File: config.mk
export PLATFORM = sky130hd
export DESIGN_NAME = filter_test_sequencer
export DESIGN_NICKNAME = d
export VERILOG_FILES = /design/src/rtl/filter_test_sequencer.sv
export SDC_FILE = /design/constraint.sdc
export NUM_CORES = 1
export LEC_CHECK = 0
export ABC_AREA = 1
export CAP_MARGIN = 20
export CORE_UTILIZATION = 45
export DETAILED_ROUTE_END_ITERATION = 8
export PLACE_DENSITY = 0.75
export SLEW_MARGIN = 20
export SYNTH_ARGS = -nofsm -noshare
export SYNTH_HDL_FRONTEND = slang
export SYNTH_SLANG_ARGS = --single-unit
File: constraint.sdc
create_clock -name clk -period 7.8 [get_ports clk]
set_input_delay 1.56 -clock clk [delete_from_list [all_inputs] [get_ports clk]]
set_output_delay 1.56 -clock clk [all_outputs]
set_load 0.02 [all_outputs]
File: src/rtl/filter_test_sequencer.sv
// Scripted step controller for the filter bench: applies table entries to exp_sig_gen,
// measures the peak of every filter output over a fixed window and streams one record per filter.
//
// state      | meaning
// -----------+------------------------------------------------------------
// ST_IDLE    | waiting for start; table writable, test_* held at 0
// ST_SETTLE  | test_* driven from table[step]; wait SETTLE_CYCLES
// ST_MEASURE | DWELL_CYCLES samples, per-filter signed peak and position
// ST_REPORT  | one record per filter over valid/ready, then next step or IDLE
module filter_test_sequencer #(
  parameter int SIZE_DELAY       = 8,
  parameter int SIZE_FILTER_DATA = 16,
  parameter int NUM_FILTERS      = 4,
  parameter int NUM_STEPS        = 8,
  parameter int SETTLE_CYCLES    = 64,
  parameter int DWELL_CYCLES     = 1024,
  localparam int AW = $clog2(NUM_STEPS),
  localparam int FW = (NUM_FILTERS > 1) ? $clog2(NUM_FILTERS) : 1,
  localparam int PW = $clog2(DWELL_CYCLES),
  localparam int W  = SIZE_FILTER_DATA
) (
  input  logic                        clk,
  input  logic                        reset,
  input  logic                        cfg_we,
  input  logic [AW-1:0]               cfg_addr,
  input  logic [SIZE_DELAY+1:0]       cfg_data,
  input  logic                        start,
  input  logic [AW-1:0]               step_last,
  input  logic                        abort,
  input  logic [NUM_FILTERS*W-1:0]    filt_data,
  output logic                        test_overlay,
  output logic                        test_rate,
  output logic [SIZE_DELAY-1:0]       test_delay,
  output logic                        busy,
  output logic                        res_valid,
  input  logic                        res_ready,
  output logic [AW-1:0]               res_step,
  output logic [FW-1:0]               res_filter,
  output logic [W-1:0]                res_peak,
  output logic [PW-1:0]               res_peak_pos,
  output logic                        done
);

  localparam int CW = (SETTLE_CYCLES > 1) ? $clog2(SETTLE_CYCLES) : 1;

  localparam logic [1:0] ST_IDLE    = 2'd0;
  localparam logic [1:0] ST_SETTLE  = 2'd1;
  localparam logic [1:0] ST_MEASURE = 2'd2;
  localparam logic [1:0] ST_REPORT  = 2'd3;

  logic [1:0]            state;
  logic [AW-1:0]         step;
  logic [AW-1:0]         last_step;
  logic [CW-1:0]         settle_cnt;
  logic [PW-1:0]         sample_idx;
  logic signed [W-1:0]   peak     [NUM_FILTERS];
  logic [PW-1:0]         peak_pos [NUM_FILTERS];
  logic [SIZE_DELAY+1:0] step_table [NUM_STEPS];

  logic signed [W-1:0]   sample   [NUM_FILTERS];
  logic signed [W-1:0]   peak_nxt [NUM_FILTERS];
  logic [PW-1:0]         pos_nxt  [NUM_FILTERS];
  logic [SIZE_DELAY+1:0] start_entry;
  logic [SIZE_DELAY+1:0] next_entry;
  logic [FW-1:0]         fil_next;
  logic                  rec_accept;
  logic                  last_filter;

  // First sample of the window always loads, which is equivalent to starting from the most-negative value.
  always_comb begin
    for (int f = 0; f < NUM_FILTERS; f++) begin
      sample[f]   = $signed(filt_data[f*W +: W]);
      peak_nxt[f] = peak[f];
      pos_nxt[f]  = peak_pos[f];
      if ((sample_idx == '0) || (sample[f] > peak[f])) begin
        peak_nxt[f] = sample[f];
        pos_nxt[f]  = sample_idx;
      end
    end
  end

  // A write and a start in the same cycle: the new data reaches test_* directly.
  assign start_entry = (cfg_we && (cfg_addr == '0)) ? cfg_data : step_table[0];
  assign next_entry  = step_table[step + AW'(1)];
  assign fil_next    = res_filter + FW'(1);
  assign rec_accept  = res_valid & res_ready;
  assign last_filter = (res_filter == FW'(NUM_FILTERS - 1));

  always_ff @(posedge clk) begin
    if (!reset && !abort && (state == ST_IDLE) && cfg_we)
      step_table[cfg_addr] <= cfg_data;
  end

  always_ff @(posedge clk) begin
    if (reset) begin
      state        <= ST_IDLE;
      step         <= '0;
      last_step    <= '0;
      settle_cnt   <= '0;
      sample_idx   <= '0;
      test_overlay <= 1'b0;
      test_rate    <= 1'b0;
      test_delay   <= '0;
      busy         <= 1'b0;
      res_valid    <= 1'b0;
      res_step     <= '0;
      res_filter   <= '0;
      res_peak     <= '0;
      res_peak_pos <= '0;
      done         <= 1'b0;
      for (int f = 0; f < NUM_FILTERS; f++) begin
        peak[f]     <= '0;
        peak_pos[f] <= '0;
      end
    end else begin
      done <= 1'b0;
      if (abort) begin
        state        <= ST_IDLE;
        busy         <= 1'b0;
        res_valid    <= 1'b0;
        test_overlay <= 1'b0;
        test_rate    <= 1'b0;
        test_delay   <= '0;
      end else begin
        case (state)
          ST_IDLE: begin
            if (start) begin
              last_step  <= step_last;
              step       <= '0;
              {test_overlay, test_rate, test_delay} <= start_entry;
              settle_cnt <= CW'(SETTLE_CYCLES - 1);
              busy       <= 1'b1;
              state      <= ST_SETTLE;
            end
          end
          ST_SETTLE: begin
            if (settle_cnt == '0) begin
              sample_idx <= '0;
              state      <= ST_MEASURE;
            end else begin
              settle_cnt <= settle_cnt - CW'(1);
            end
          end
          ST_MEASURE: begin
            for (int f = 0; f < NUM_FILTERS; f++) begin
              peak[f]     <= peak_nxt[f];
              peak_pos[f] <= pos_nxt[f];
            end
            sample_idx <= sample_idx + PW'(1);
            if (sample_idx == '1) begin
              res_valid    <= 1'b1;
              res_step     <= step;
              res_filter   <= '0;
              res_peak     <= peak_nxt[0];
              res_peak_pos <= pos_nxt[0];
              state        <= ST_REPORT;
            end
          end
          ST_REPORT: begin
            if (rec_accept) begin
              if (last_filter) begin
                res_valid <= 1'b0;
                if (step == last_step) begin
                  done         <= 1'b1;
                  busy         <= 1'b0;
                  test_overlay <= 1'b0;
                  test_rate    <= 1'b0;
                  test_delay   <= '0;
                  state        <= ST_IDLE;
                end else begin
                  step       <= step + AW'(1);
                  {test_overlay, test_rate, test_delay} <= next_entry;
                  settle_cnt <= CW'(SETTLE_CYCLES - 1);
                  state      <= ST_SETTLE;
                end
              end else begin
                res_filter   <= fil_next;
                res_peak     <= peak[fil_next];
                res_peak_pos <= peak_pos[fil_next];
              end
            end
          end
          default: state <= ST_IDLE;
        endcase
      end
    end
  end

endmodule
After elaboration in Yosys (flattened, before gate mapping) --
Memory sizes are Yosys's and may differ from the RTL's. Cells that the tools add are included.
Word-level totals: logic and storage cells 172, output and inout bits 44, memories 3, input port bits 86, register bits after elaboration 68, RAM bits 184
Memory list:
- step_table | words 8, bits a word 10, read ports 2, clocked after Yosys merged registers in 0, wr ports 1, RTL line 58 | logic [SIZE_DELAY+1:0] step_table [NUM_STEPS];
- peak | words 4, bits a word 16, read ports 5, clocked after Yosys merged registers in 0, wr ports 4, RTL line 56 | logic signed [W-1:0] peak [NUM_FILTERS];
- peak_pos | words 4, bits a word 10, read ports 2, clocked after Yosys merged registers in 0, wr ports 4, RTL line 57 | logic [PW-1:0] peak_pos [NUM_FILTERS];
Operators by class: reductions and logical operators 33, magnitude comparators 4, bitwise logic cells 13, eq/ne operators 18, add/sub/neg operators 4, multiplexer cells 82
Operators with widths (count):
- $mux 16 | 11
- $mux 10 | 13
- $gt 16x16->1 | 4
- $pmux 10 s2 | 2
- $mux 8 | 4
- $pmux 16 s2 | 1
- $mux 6 | 5
- $mux 1 | 25
- $ne 2x2->1 const B | 9
- $pmux 6 s3 | 1
- $mux 2 | 8
- $pmux 8 s2 | 1
- $reduce_and 5->1 | 3
- $mux 3 | 4
- $add 10x1->10 const B | 1
- $eq 10x10->1 const B | 1
- $logic_not 10->1 | 1
- $reduce_and 3->1 | 3
- $or 1x1->1 | 8
- $pmux 1 s2 | 4
- $pmux 2 s4 | 1
- $reduce_and 4->1 | 2
- $reduce_and 7->1 | 1
- $eq 2x2->1 const B | 3
- 22 further kinds | 38

Longest topological paths before layout --
Gate-level depths: netlist of run 1.
depth after elaboration 7, mapped depth 20, depth with buffers taken out 19

Worst setup path before layout of run 1 --
No wires, ideal clock.
kind input port to flip-flop, start point in filt_data[63], end point mem peak[3][0] in the netlist's numbering, enable pin, cell stages on the path 13, setup time 0.372 ns, arrival time 3.224 ns, required time 7.428 ns, buffers on the path 1, setup slack 4.204 ns, cells stage by stage ha_1 > nand2_1 > inv_1 > nand3_1 > inv_1 > a211oi_1 > nand2_1 > o21ai_0 > nand2_1 > nand2_1 > nand2_1 > buf_2 > nand2_1
RTL lines:
- start, declared | RTL line 30 | input logic [NUM_FILTERS*W-1:0] filt_data,
- end, declared | RTL line 56

==> impl_metrics.csv, run 1 <==
group,metric,value,unit
setup_path,crit_slowest_cell,"clkdlybuf4s50_1",
hold_path,holdCritPathClass,"reg2reg",
layout,final_core_util,54.8,%
layout,drive_above_1_share,4.64,%
route,drtAntennaViolNets,0,
timing,drv_slew,0,
setup_path,crit_fanout,16,
route,vias_per_cell,5.36,
synthesis,ys_async_sr_fraction,0,%
placed_design,dp_cells,1970,
power_and_ir_drop,pwr-share-seq,44.0,%
setup_path,worstPathRequired,7.97,ns
synthesis,ys_ff_latch,252,
cts,h-tree-depth,1,
route,drt_pass1_iterations,6,
floorplan,core-area,28900,sq um
global_routing,grt_start_max_net_pins,65,
route,routed_wl,33900,um
power_and_ir_drop,p_clk_share,40.9,%
synthesis,syn_nets,1677,
timing,post-route-period-util,57.6,%
cts,cts-hold-fix-buffers,0,
timing,relSlewSlack,36.8,%
placed_design,place_hpwl,23800,um
floorplan,rows,62,
setup_path,regToRegSetupSlack,4.82,ns
cts,cts_buffers,28,
cts,cts_setup_buffers,0,
synthesis,syn_avg_cell_area,8.74,sq um
layout,syn_to_final_growth,19.2,%
status,status,"complete, no violations",
setup_path,cp_cell_sequence,"clkdlybuf4s50_1, nor2_1, inv_1, nor2_1, nand2_1, nand2_1",
synthesis,synth-edff-count,184,
synthesis,synthSimpleGateAreaFrac,17.3,%
synthesis,netlist_instances,1518,
timing,tns,0,ns
power_and_ir_drop,p_leak,6.48,nW
floorplan,initial_core_util,46.0,%
power_and_ir_drop,p_int,2.55,mW
synthesis,netlist.area_leader.share,41.6,%
synthesis,netlist_area,13300,sq um
route,num_vias,10900,
power_and_ir_drop,power_switching,0.908,mW
synthesis,synth-xor-area-share,0.528,%
cts,path_clk_slew,0.06,ns
cts,cts_num_sinks,252,
route,post_drt_wl_per_cell,16.7,um
setup_path,critical_path.max_stage_delay,0.70,ns
synthesis,ys_types,42,
floorplan,die_w,174,um
cts,post_cts_resized,0,
timing,finalSetupViolations,0,
route,drc,0,
synthesis,ys_seq_area_share,51.9,%
floorplan,die_y,174,um
synthesis,synth_mux_area_share,0,%
global_routing,grt_antenna_before_repair,3,
timing,worst_pin_slew,0.947,ns
cts,insertion_delay,0.54,ns
power_and_ir_drop,ir_drop,209,uV
floorplan,die_area,30200,sq um
synthesis,yosys.area_share.adder,6.88,%
synthesis,synth.area.top_cells,"edfxtp_1 (42%), dfxtp_1 (10%), ha_1 (6.9%), inv_1 (6.3%), nand2_1 (6.0%)",
global_routing,grt_overflow,0,
global_routing,grt.total_usage,22.5,%
placed_design,io_buffers,129,
synthesis,synthFlopType,"edfxtp_1",
setup_path,cp-start-kind,"primary input",
power_and_ir_drop,powerDensity,219,nW/um^2
setup_path,end_kind,"register",
route,drt-initial-drc-count,1077,
global_routing,grt_pass1_wl,54300,um
synthesis,synth_compound_area_share,14.4,%
timing,finalCriticalPeriod,4.49,ns
layout,fin_nets,1775,
power_and_ir_drop,switching_share,26.2,%
cts,cts_tree,"built",
cts,cts_buffer_depth,3,
timing,skew,0.00939,ns
timing,rsz0062_at_grt,"no",
timing,hold_violations,0,
synthesis,yosysWarnings,0,
setup_path,criticalPathCategory,"in2reg",
flow_run,maxCapViolations,0,
global_routing,grt_pass1_vias,10300,
floorplan,io_pins,130,
synthesis,yosysTopAreaCell,"edfxtp_1",
power_and_ir_drop,combPwrFrac,15.1,%
cts,root_buffer,"clkbuf_16",
placed_design,routabilityCongestion,0.901,
setup_path,cp.arrival,4.66,ns
synthesis,synth_top_family_by_area,"simple AND/OR/NAND/NOR gates",
timing,fmax,0.223,GHz
layout,finalNonFillerCells,2025,
==> stage by stage <==
stage	hold slack (ns)	cell area [sq um]	setup WS, ns	power (mW)
global placement	0.456	14800	2.92	2.05
floorplan	0.457	13300	4.20	1.88
finish	0.469	15800	3.31	3.46
detailed placement	0.457	14800	2.71	2.07
global route	0.496	15800	3.09	3.59
CTS	0.473	15800	3.29	3.48
==> layout by cell type (no fill, tap or decap), types with 3 or more instances in the layout <==
cell type,netlist,routed
inv_1,223,222
nand2_1,213,213
nor2_1,208,208
edfxtp_1,184,184
o21ai_0,137,137
clkdlybuf4s50_1,0,129
a21oi_1,109,109
nand3_1,91,91
ha_1,73,72
dfxtp_1,68,67
clkbuf_16,0,29
o21a_1,28,28
o211ai_1,21,21
nor3_1,13,13
a31oi_1,13,13
buf_4,2,12
o32ai_1,10,10
a211oi_1,9,9
nand4_1,6,6
xor2_1,6,6
bufinv_16,0,5
clkbuf_1,47,5
clkinvlp_4,0,4
clkinv_4,0,4
diode_2,0,3
nand3b_1,3,3
inv_2,2,3
nand2_2,3,3
clkinv_1,2,3
o21ai_1,3,3
==> registers in the layout, summed over array words and instances (netlist names), 2 cells and up <==
register,cells
res_peak_pos,10
res_filter,2
sample_idx,10
res_step,3
test_delay,8
settle_cnt,6
peak,64
step,3
step_table,80
peak_pos,40
res_peak,16
state,2
last_step,3
==> worst max-delay path: cells and delay by family <==
| family | cells | cell delay, ns |
|---|---|---|
| and+or+nand+nor | 4 | 2.08 |
| buffers and inverters | 2 | 0.99 |
==> per-layer routing <==
layer / global-route usage (%) / up-vias / part of all wire (%)
li1: - / 5309 / -
met1: 30.8 / 5045 / 42
met2: 36.9 / 439 / 46
met3: 3.75 / 59 / 8.8
met4: 6.47 / 0 / 2.7
met5: 0 / - / 0
==> final timing paths <==
kind         cells past startpoint        start     endpoint
max                              6        reset   peak[3][3]
min                              1  res_step[2]  res_step[2]
max reg2reg                     13   peak[3][1]   peak[3][3]
min reg2reg                      1  res_step[2]  res_step[2]
==> cells by family (layout without fill, tap and decap cells) <==
kind of cell / Yosys count / count (layout)
XOR/XNOR: 8 / 8
adder cells (fa/ha/maj): 73 / 73
buffers and inverters: 300 / 420
AND/OR/NAND/NOR: 548 / 548
other: 0 / 3
flip-flops: 252 / 252
AO/OA/AOI/OAI: 337 / 337
==> cells in the mapped netlist, drive strengths merged, types with 21 or more instances <==
cell and count:
a21oi 110, buf 26, clkbuf 47, dfxtp 68, edfxtp 184, ha 73, inv 225, nand2 218
nand3 92, nor2 210, o211ai 21, o21a 28, o21ai 141
==> power groups by stage <==
stage	clock network, mW	registers, mW	logic (mW)
floorplan	0	1.55	0.325
global placement	0	1.55	0.506
detailed placement	0	1.55	0.518
CTS	1.43	1.52	0.522
global route	1.49	1.53	0.582
finish	1.42	1.52	0.522
==> layout make-up <==
cell class | count | area, sq um
fillers | 2575 | 13000
flip-flops and latches | 252 | 6890
multi-input cells | 966 | 5190
repair buffers | 141 | 1380
inverters | 227 | 852
clock buffers | 36 | 772
well taps | 384 | 480
clock inverters | 16 | 235
diodes | 3 | 7.51
No activity file was read; power rests on OpenSTA's default activity.
==> run 2: changes to the inputs <==
==> constraint.sdc (replaced) <==
create_clock -name clk -period 4.2 [get_ports clk]
set_input_delay 0.84 -clock clk [delete_from_list [all_inputs] [get_ports clk]]
set_output_delay 0.84 -clock clk [all_outputs]
set_load 0.02 [all_outputs]
==> impl_metrics.csv, run 2 (same netlist as run 1, synthesis figures left out) <==
group,metric,value,unit
placed_design,place_hpwl,23800,um
layout,top_register,"step_table",
global_routing,grt_pass1_vias,10700,
layout,mostFrequentLayoutCell,"inv_1",
setup_path,criticalPathCategory,"in2reg",
hold_path,holdCritPathClass,"reg2reg",
cts,root_buffer,"clkbuf_16",
route,drt_pass1_iterations,6,
layout,largest_register_ffs,80,
setup_path,r2r_start,"state[0]",
power_and_ir_drop,p_leak,6.57,nW
timing,hold_violations,0,
cts,path_clk_slew,0.06,ns
cts,cts_buffers,27,
global_routing,grt_overflow,0,
floorplan,die_area,30200,sq um
layout,final_cell_mix,"inv_1 (221), nand2_1 (213), nor2_1 (208)",
setup_path,worstPathRequired,4.40,ns
timing,finalCriticalPeriod,3.03,ns
setup_path,crit_slowest_cell,"clkdlybuf4s50_1",
cts,h-tree-depth,1,
route,post_drt_wl_per_cell,17.1,um
layout,drive_above_1_share,5.56,%
global_routing,grt.total_usage,22.9,%
cts,cts_num_sinks,252,
setup_path,cp-start-kind,"primary input",
timing,drv_slew,0,
floorplan,initial_core_util,46.0,%
setup_path,startpoint,"filt_data[35]",
floorplan,core-area,28900,sq um
setup_path,cp_cell_sequence,"clkdlybuf4s50_1, ha_1, nand2_1, o21a_1, o21ai_0, nand2_1, nand2_1, nand2_1, nand2_1, nand2_1, nand2_1, nand2_1, nand2_1",
timing,finalSetupViolations,0,
placed_design,dp_cells,1989,
cts,cts_setup_buffers,0,
route,vias_per_cell,5.44,
timing,post-route-period-util,72.2,%
layout,nFillCells,2583,
floorplan,die_y,174,um
route,drtAntennaViolNets,0,
global_routing,grt_antenna_before_repair,3,
timing,skew,0.0114,ns
cts,cts_tree,"built",
setup_path,cp.arrival,3.23,ns
setup_path,critical_path.max_stage_delay,0.44,ns
floorplan,die_w,174,um
setup_path,cp_top_family,"simple AND/OR/NAND/NOR gates",
layout,top_regs,"step_table x80, peak x64, peak_pos x40",
placed_design,routabilityCongestion,0.882,
timing,fmax,0.330,GHz
route,drt-initial-drc-count,1357,
timing,worst_pin_slew,1.04,ns
timing,relSlewSlack,30.6,%
setup_path,cp_num_buf_inv,1,
setup_path,end_kind,"register",
layout,regArea,6890,sq um
flow_run,maxCapViolations,0,
global_routing,grt_pass1_wl,55600,um
floorplan,rows,62,
hold_path,min_from,"res_step[2]",
cts,cts_buffer_depth,3,
layout,syn_to_final_growth,19.8,%
layout,multi_input_area,5190,sq um
timing,fin_hold_ws,0.469,ns
setup_path,cp_common_cell,"nand2_1",
layout,finalNonFillerCells,2043,
cts,insertion_delay,0.55,ns
setup_path,crit_fanout,12,
route,num_vias,11100,
cts,cts-hold-fix-buffers,0,
route,drc,0,
power_and_ir_drop,ir_drop,332,uV
global_routing,grt_start_max_net_pins,64,
cts,post_cts_resized,0,
timing,tns,0,ns
timing,rsz0062_at_grt,"no",
route,routed_wl,35000,um
placed_design,io_buffers,129,
layout,final_core_util,55.1,%
power_and_ir_drop,powerDensity,396,nW/um^2
status,status,"complete, no violations",
floorplan,io_pins,130,
layout,fin_nets,1794,
==> run 2: changes by cell type in the layout (fill, tap and decap cells not counted), sizes merged <==
cell / change
inv: -1
bufinv: -1
clkinvlp: -2
clkbuf: -1
clkinv: +4
buf: +19
==> run 2: final timing paths <==
check | endpoint | slack [ns] | cells past startpoint
max | peak_pos[2][2] | 1.17 | 13
min | res_step[2] | 0.47 | 1
max reg2reg | test_rate | 1.41 | 5
min reg2reg | res_step[2] | 0.47 | 1
==> run 2: worst register-to-register path, cell delays in order, from the launching register on <==
cell and delay, ns:
dfxtp_1 0.41, ha_1 0.76, inv_1 0.25, nor2_1 0.86, o211ai_1 0.24, a31oi_1 0.20
==> run 2: final cells by class <==
class | instances | area share [%]
Sequential cell | 252 | 43.3
Multi-Input combinational cell | 966 | 32.7
Timing Repair Buffer | 161 | 9.74
Inverter | 227 | 5.36
Clock buffer | 34 | 4.60
Tap cell | 384 | 3.02
Clock inverter | 16 | 1.24
Antenna cell | 3 | 0.0472
==> run 2: routing by layer <==
layer / share of wire, % / wire, um / GRT usage, %
met1: 42 / 14600 / 30.9
met2: 47 / 16600 / 38.5
met3: 8.8 / 3070 / 3.53
met4: 2.0 / 696 / 5.96
met5: 0 / 0 / 0
==> run 2: metrics by stage <==
step / cell area, sq um / setup slack [ns] / power (mW)
6_report: 15900 / 1.17 / 6.29
5_1_grt: 15900 / 0.910 / 6.53
4_1_cts: 15900 / 1.16 / 6.31
3_5_place_dp: 14900 / 0.656 / 3.84
3_3_place_gp: 14900 / 0.698 / 3.81
2_1_floorplan: 13300 / 1.32 / 3.49
==> run 2: power by group <==
part | internal, mW | total (mW) | leakage (nW) | switching, mW
sequential | 2.77 | 2.82 | 2.35 | 0.0581
combinational | 0.370 | 0.982 | 3.76 | 0.612
clock | 1.48 | 2.49 | 0.454 | 1.00
total | 4.62 | 6.29 | 6.57 | 1.67
